<file path="config.mk">
export PLATFORM = sky130hd
export DESIGN_NAME = uart_tx_fifo
export DESIGN_NICKNAME = d
export VERILOG_FILES = /design/src/rtl/uart_tx_fifo.sv
export SDC_FILE = /design/constraint.sdc
export NUM_CORES = 1
export LEC_CHECK = 0
export CAP_MARGIN = 40
export CORE_MARGIN = 1.5
export CORE_UTILIZATION = 62
export DETAILED_ROUTE_END_ITERATION = 7
export GPL_TIMING_DRIVEN = 0
export PLACE_DENSITY = 0.86
export SYNTH_ARGS = -nofsm -noshare
export SYNTH_HDL_FRONTEND = slang
export SYNTH_SLANG_ARGS = --single-unit
export TNS_END_PERCENT = 100
</file>
<file path="constraint.sdc">
create_clock -name SI_ClkIn -period 4.31 [get_ports SI_ClkIn]
set_clock_uncertainty 0.2 [all_clocks]
set_input_delay 1.293 -clock SI_ClkIn [delete_from_list [all_inputs] [get_ports SI_ClkIn]]
set_output_delay 1.293 -clock SI_ClkIn [all_outputs]
set_load 0.1 [all_outputs]
</file>
<file path="src/rtl/uart_tx_fifo.sv">
// UART transmitter with a 2**FIFO_AW-entry byte FIFO in front of an 8N1 serializer.
// Define UART_TX_PARITY_EN to add an even-parity bit between the data bits and the stop bit.
module uart_tx_fifo #(
  parameter int unsigned CLKS_PER_BIT = 434,
  parameter int unsigned FIFO_AW      = 2
) (
  input  logic               SI_ClkIn,
  input  logic               SI_Reset_N,
  input  logic [7:0]         tx_data,
  input  logic               tx_wr,
  output logic               tx_full,
  output logic               tx_empty,
  output logic               tx_busy,
  output logic               tx_ovf,
  output logic [FIFO_AW:0]   tx_count,
  output logic               UART_TX
);

  localparam int unsigned DEPTH = 1 << FIFO_AW;
  localparam int unsigned TW    = (CLKS_PER_BIT > 1) ? $clog2(CLKS_PER_BIT) : 1;
  localparam int unsigned CW    = FIFO_AW + 1;

  typedef enum logic [2:0] {
    S_IDLE   = 3'd0,
    S_START  = 3'd1,
    S_DATA   = 3'd2,
`ifdef UART_TX_PARITY_EN
    S_PARITY = 3'd3,
`endif
    S_STOP   = 3'd4
  } state_e;

  state_e               state_q;
  logic [TW-1:0]        timer_q;
  logic [2:0]           idx_q;
  logic [7:0]           shreg_q;
`ifdef UART_TX_PARITY_EN
  logic                 par_q;
`endif
  logic [FIFO_AW-1:0]   wr_ptr_q;
  logic [FIFO_AW-1:0]   rd_ptr_q;
  logic [CW-1:0]        count_q;
  logic [CW-1:0]        count_d;
  logic                 full_q;
  logic                 empty_q;
  logic                 busy_q;
  logic                 ovf_q;
  logic                 line_q;
  logic [7:0]           mem_q [DEPTH];

  logic                 bit_done_c;
  logic                 wr_acc_c;
  logic                 pop_c;
  logic                 line_c;
  logic [7:0]           head_c;

  assign bit_done_c = (timer_q == TW'(CLKS_PER_BIT - 1));
  assign wr_acc_c   = tx_wr && !full_q;
  // Pop when idle, or at the last cycle of STOP so the next frame follows back to back.
  assign pop_c      = !empty_q && ((state_q == S_IDLE) || ((state_q == S_STOP) && bit_done_c));
  assign head_c     = mem_q[rd_ptr_q];

  always_comb begin
    count_d = count_q;
    if (wr_acc_c && !pop_c) count_d = count_q + CW'(1);
    else if (!wr_acc_c && pop_c) count_d = count_q - CW'(1);
  end

  // Line level for the current state; registered one cycle later into UART_TX.
  always_comb begin
    line_c = 1'b1;
    case (state_q)
      S_START:  line_c = 1'b0;
      S_DATA:   line_c = shreg_q[0];
`ifdef UART_TX_PARITY_EN
      S_PARITY: line_c = par_q;
`endif
      default:  line_c = 1'b1;
    endcase
  end

  always_ff @(posedge SI_ClkIn) begin
    if (wr_acc_c) mem_q[wr_ptr_q] <= tx_data;
  end

  always_ff @(posedge SI_ClkIn) begin
    if (!SI_Reset_N) begin
      state_q  <= S_IDLE;
      timer_q  <= '0;
      idx_q    <= '0;
      shreg_q  <= '0;
`ifdef UART_TX_PARITY_EN
      par_q    <= 1'b0;
`endif
      wr_ptr_q <= '0;
      rd_ptr_q <= '0;
      count_q  <= '0;
      full_q   <= 1'b0;
      empty_q  <= 1'b1;
      busy_q   <= 1'b0;
      ovf_q    <= 1'b0;
      line_q   <= 1'b1;
    end else begin
      if (wr_acc_c) wr_ptr_q <= wr_ptr_q + FIFO_AW'(1);
      if (pop_c)    rd_ptr_q <= rd_ptr_q + FIFO_AW'(1);
      if (tx_wr && full_q) ovf_q <= 1'b1;
      count_q <= count_d;
      full_q  <= (count_d == CW'(DEPTH));
      empty_q <= (count_d == '0);
      line_q  <= line_c;
      busy_q  <= pop_c || ((state_q != S_IDLE) && !((state_q == S_STOP) && bit_done_c));

      if (state_q != S_IDLE) timer_q <= bit_done_c ? '0 : timer_q + TW'(1);

      if (pop_c) begin
        shreg_q <= head_c;
`ifdef UART_TX_PARITY_EN
        par_q   <= ^head_c;
`endif
      end

      case (state_q)
        S_IDLE: begin
          timer_q <= '0;
          if (pop_c) state_q <= S_START;
        end
        S_START: begin
          if (bit_done_c) begin
            state_q <= S_DATA;
            idx_q   <= '0;
          end
        end
        S_DATA: begin
          if (bit_done_c) begin
            shreg_q <= {1'b0, shreg_q[7:1]};
            idx_q   <= idx_q + 3'd1;
            if (idx_q == 3'd7) begin
`ifdef UART_TX_PARITY_EN
              state_q <= S_PARITY;
`else
              state_q <= S_STOP;
`endif
            end
          end
        end
`ifdef UART_TX_PARITY_EN
        S_PARITY: begin
          if (bit_done_c) state_q <= S_STOP;
        end
`endif
        S_STOP: begin
          if (bit_done_c) state_q <= pop_c ? S_START : S_IDLE;
        end
        default: state_q <= S_IDLE;
      endcase
    end
  end

  assign tx_full  = full_q;
  assign tx_empty = empty_q;
  assign tx_busy  = busy_q;
  assign tx_ovf   = ovf_q;
  assign tx_count = count_q;
  assign UART_TX  = line_q;

endmodule

</file>
==> results.yml <==
synthesis:
  yosys-top-cells-count: "dfxtp_1, edfxtp_1, nor2_1, a21oi_1, nand2_1"
  ys_top_cells_by_area: "edfxtp_1, dfxtp_1, mux4_2"
  synth-seq-cells: 69
  synth_largest_area_cell: "edfxtp_1"
  syn_area_um2: 2850
  postSynthCellCount: 227
  ys_async_sr_fraction_pct: 0
  ys.flop_type: "dfxtp_1"
  synth_top_area_share_pct: 33.8
  yosys_warnings: 0
  synth_fp_nets: 248
  yosysMostFrequentCell: "dfxtp_1"
  synth_cell_types: 40
  avgSynthCellArea_um2: 12.5
  synth-edff-count: 32
  yosysSeqAreaShare_pct: 59.8
global_route:
  grt-ovfl-total: 0
  grt_first_pass_wirelength_mm: 8.27
  antenna_found_initial: 0
  grt_pass1_vias: 1816
  grtUsageTotal_pct: 21.5
  grt_start_max_net_pins: 12
setup_path:
  crit_start: "tx_count[0]"
  worst-r2r-cell-count: 6
  cpPeakStageDelay_ps: 580
  crit_required_ps: 2820
  worst_setup_path_start_kind: "register"
  slowest_stage: "clkdlybuf4s50_1"
  worstSetupEndpoint: "tx_count[0]"
  critical_path.cell_chain: "clkdlybuf4s50_1 > buf_8"
  rrSetupSlack_ps: 2080
  r2r-start: "timer_q[2]"
  cp_max_fo: 6
  end_kind: "output pin"
  cp.arrival_ps: 1570
  path_class: "reg -> out"
  timing.rr.end: "tx_full"
final_layout:
  multi_input_comb_area_um2: 1060
  regArea_um2: 1700
  drive_gt1_share_pct: 14.9
  antennaDiodeCount: 0
  nFillCells: 256
  nets: 285
  area_growth_syn_to_layout_pct: 18.9
timing:
  hold_viol_final: 0
  setup_viol: 0
  slew_headroom_pct: 54.3
  fin_crit_sh_pct: 71.1
  hold_slack_ps: 275
  fin_crit_ps: 3060
  final.setup.tns_ps: 0
  setup_slack_ps: 1250
  report.final.slew_viol_count: 0
  rsz0062_at_grt: "false"
  max_freq_mhz: 327
  worst_slew_pin_slew_ps: 685
drt:
  routed_wl_mm: 4.82
  drc_errors: 0
  first_iter_violations: 141
  routedWlPerCell_um: 15.0
  vias_per_cell: 5.59
  postRouteAntennaNets: 0
  first_pass_iters: 4
  vias: 1794
pwr:
  p_per_area_nw_per_um2: 585
  leakagePower_nw: 1.27
  vdd_drop_max_mv: 0.407
clocking:
  path_clk_slew_ps: 70
  cts-root-buf: "clkbuf_8"
  htreeDepth: 3
  cts_tree: "done"
  cts_buffer_depth: 2
  cts.sinks: 69
  postCtsHoldBufs: 0
  cts-resized-gates: 0
  cts-buffers-inserted: 9
  worstSkewPairLatency_ps: 340
  post_cts_buffers: 0
die:
  die_area_um2: 5000
  rows: 24
  coreArea_um2: 4380
  die_w_um: 70.7
  boundaryPins: 19
  initial_core_util_pct: 64.9
  die_y_um: 70.7
placed_design:
  portBuffers: 18
  dp_hpwl_mm: 3.49
  post-place-ws_ps: 892
  routabilityCongestion: 0.870
hold_path:
  hp-class: "reg -> reg"
job:
  cap_violations: 0
run_status:
  outcome: "finished, final reports clean"
critical path, delay by kind of cell, from the launching register on:
| family | cells | cell delay [ps] |
|---|---|---|
| buffers and inverters | 2 | 790 |
| DFF | 1 | 450 |
how the worst min path moves through the flow:
stage,startpoint,to,depth (start not counted)
after CTS,tx_ovf,tx_ovf,2
after detailed placement,tx_ovf,tx_ovf,2
after floorplan,timer_q[0],timer_q[0],1
after global placement,tx_ovf,tx_ovf,2
after global routing,timer_q[7],timer_q[7],2
final,tx_ovf,tx_ovf,2
per-layer routing:
layer | GRT usage (%) | vias to the layer above | share of wire [%]
met5 | 0 | - | 0
met4 | 8.39 | 0 | 0.77
met3 | 5.70 | 4 | 3.4
met2 | 36.1 | 31 | 51
met1 | 26.8 | 864 | 45
li1 | - | 895 | -
per-stage QoR:
step	power [mW]	area, um2	util, %	cells
final	1.98	3380	77.2	321
after global routing	2.07	3380	77.2	321
after CTS	1.99	3380	77.2	321
after detailed placement	1.53	3210	73.2	305
after global placement	1.43	3090	70.5	297
after floorplan	1.32	2850	-	227
final cells by class:
class | instances | share of cell area (%)
plain buffers | 9 | 1.37
clock buffers | 14 | 4.81
clock inverters | 2 | 0.296
inverters | 10 | 1.11
multi-input cells | 139 | 31.3
flip-flops and latches | 69 | 50.3
well taps | 52 | 1.92
repair buffers | 26 | 8.88
power breakdown:
group          total, mW  internal [mW]  switching [mW]
combinational      0.677          0.284           0.393
sequential         0.838          0.783          0.0555
clock              0.464          0.239           0.224
flip-flops by register name, indices dropped and copies added (netlist names), named ones only:
name / cells
idx_q: 3
tx_ovf: 1
timer_q: 9
tx_full: 1
state_q: 3
UART_TX: 1
mem_q: 32
tx_busy: 1
shreg_q: 8
tx_count: 3
wr_ptr_q: 2
rd_ptr_q: 2
tx_empty: 1
cells in the final DEF (no fill, tap or decap), types with 2 or more instances in the layout:
cell type,synthesis,layout
buf_1,2,2
nor2_1,21,21
nor3_1,4,4
and2_1,6,6
clkbuf_8,0,11
a21oi_1,12,12
edfxtp_1,32,32
o22ai_1,2,2
mux4_2,8,8
nand3_1,6,6
nor2b_1,2,2
inv_1,10,10
xnor2_1,6,6
dfxtp_1,37,37
nand2b_1,3,3
or3_1,4,4
buf_8,0,8
nand2_1,12,12
a31oi_1,3,3
o21ai_1,2,2
clkdlybuf4s50_1,0,18
clkinv_2,0,2
mux2i_1,10,10
o21ai_0,7,7
ha_1,10,10
a22oi_1,3,3
clkbuf_1,4,7
and3_1,2,2
xor2_1,4,4
cell families after synthesis:
| group | after synthesis | share of synthesized area [%] |
|---|---|---|
| adder cells (fa/ha/maj) | 10 | 4.40 |
| XOR/XNOR | 11 | 3.65 |
| AND/OR/NAND/NOR | 66 | 12.1 |
| AO/OA/AOI/OAI | 34 | 7.21 |
| buffers and inverters | 19 | 2.95 |
| flip-flops | 69 | 59.8 |
| multiplexers | 18 | 9.85 |
No activity file was read; power rests on OpenSTA's default activity.
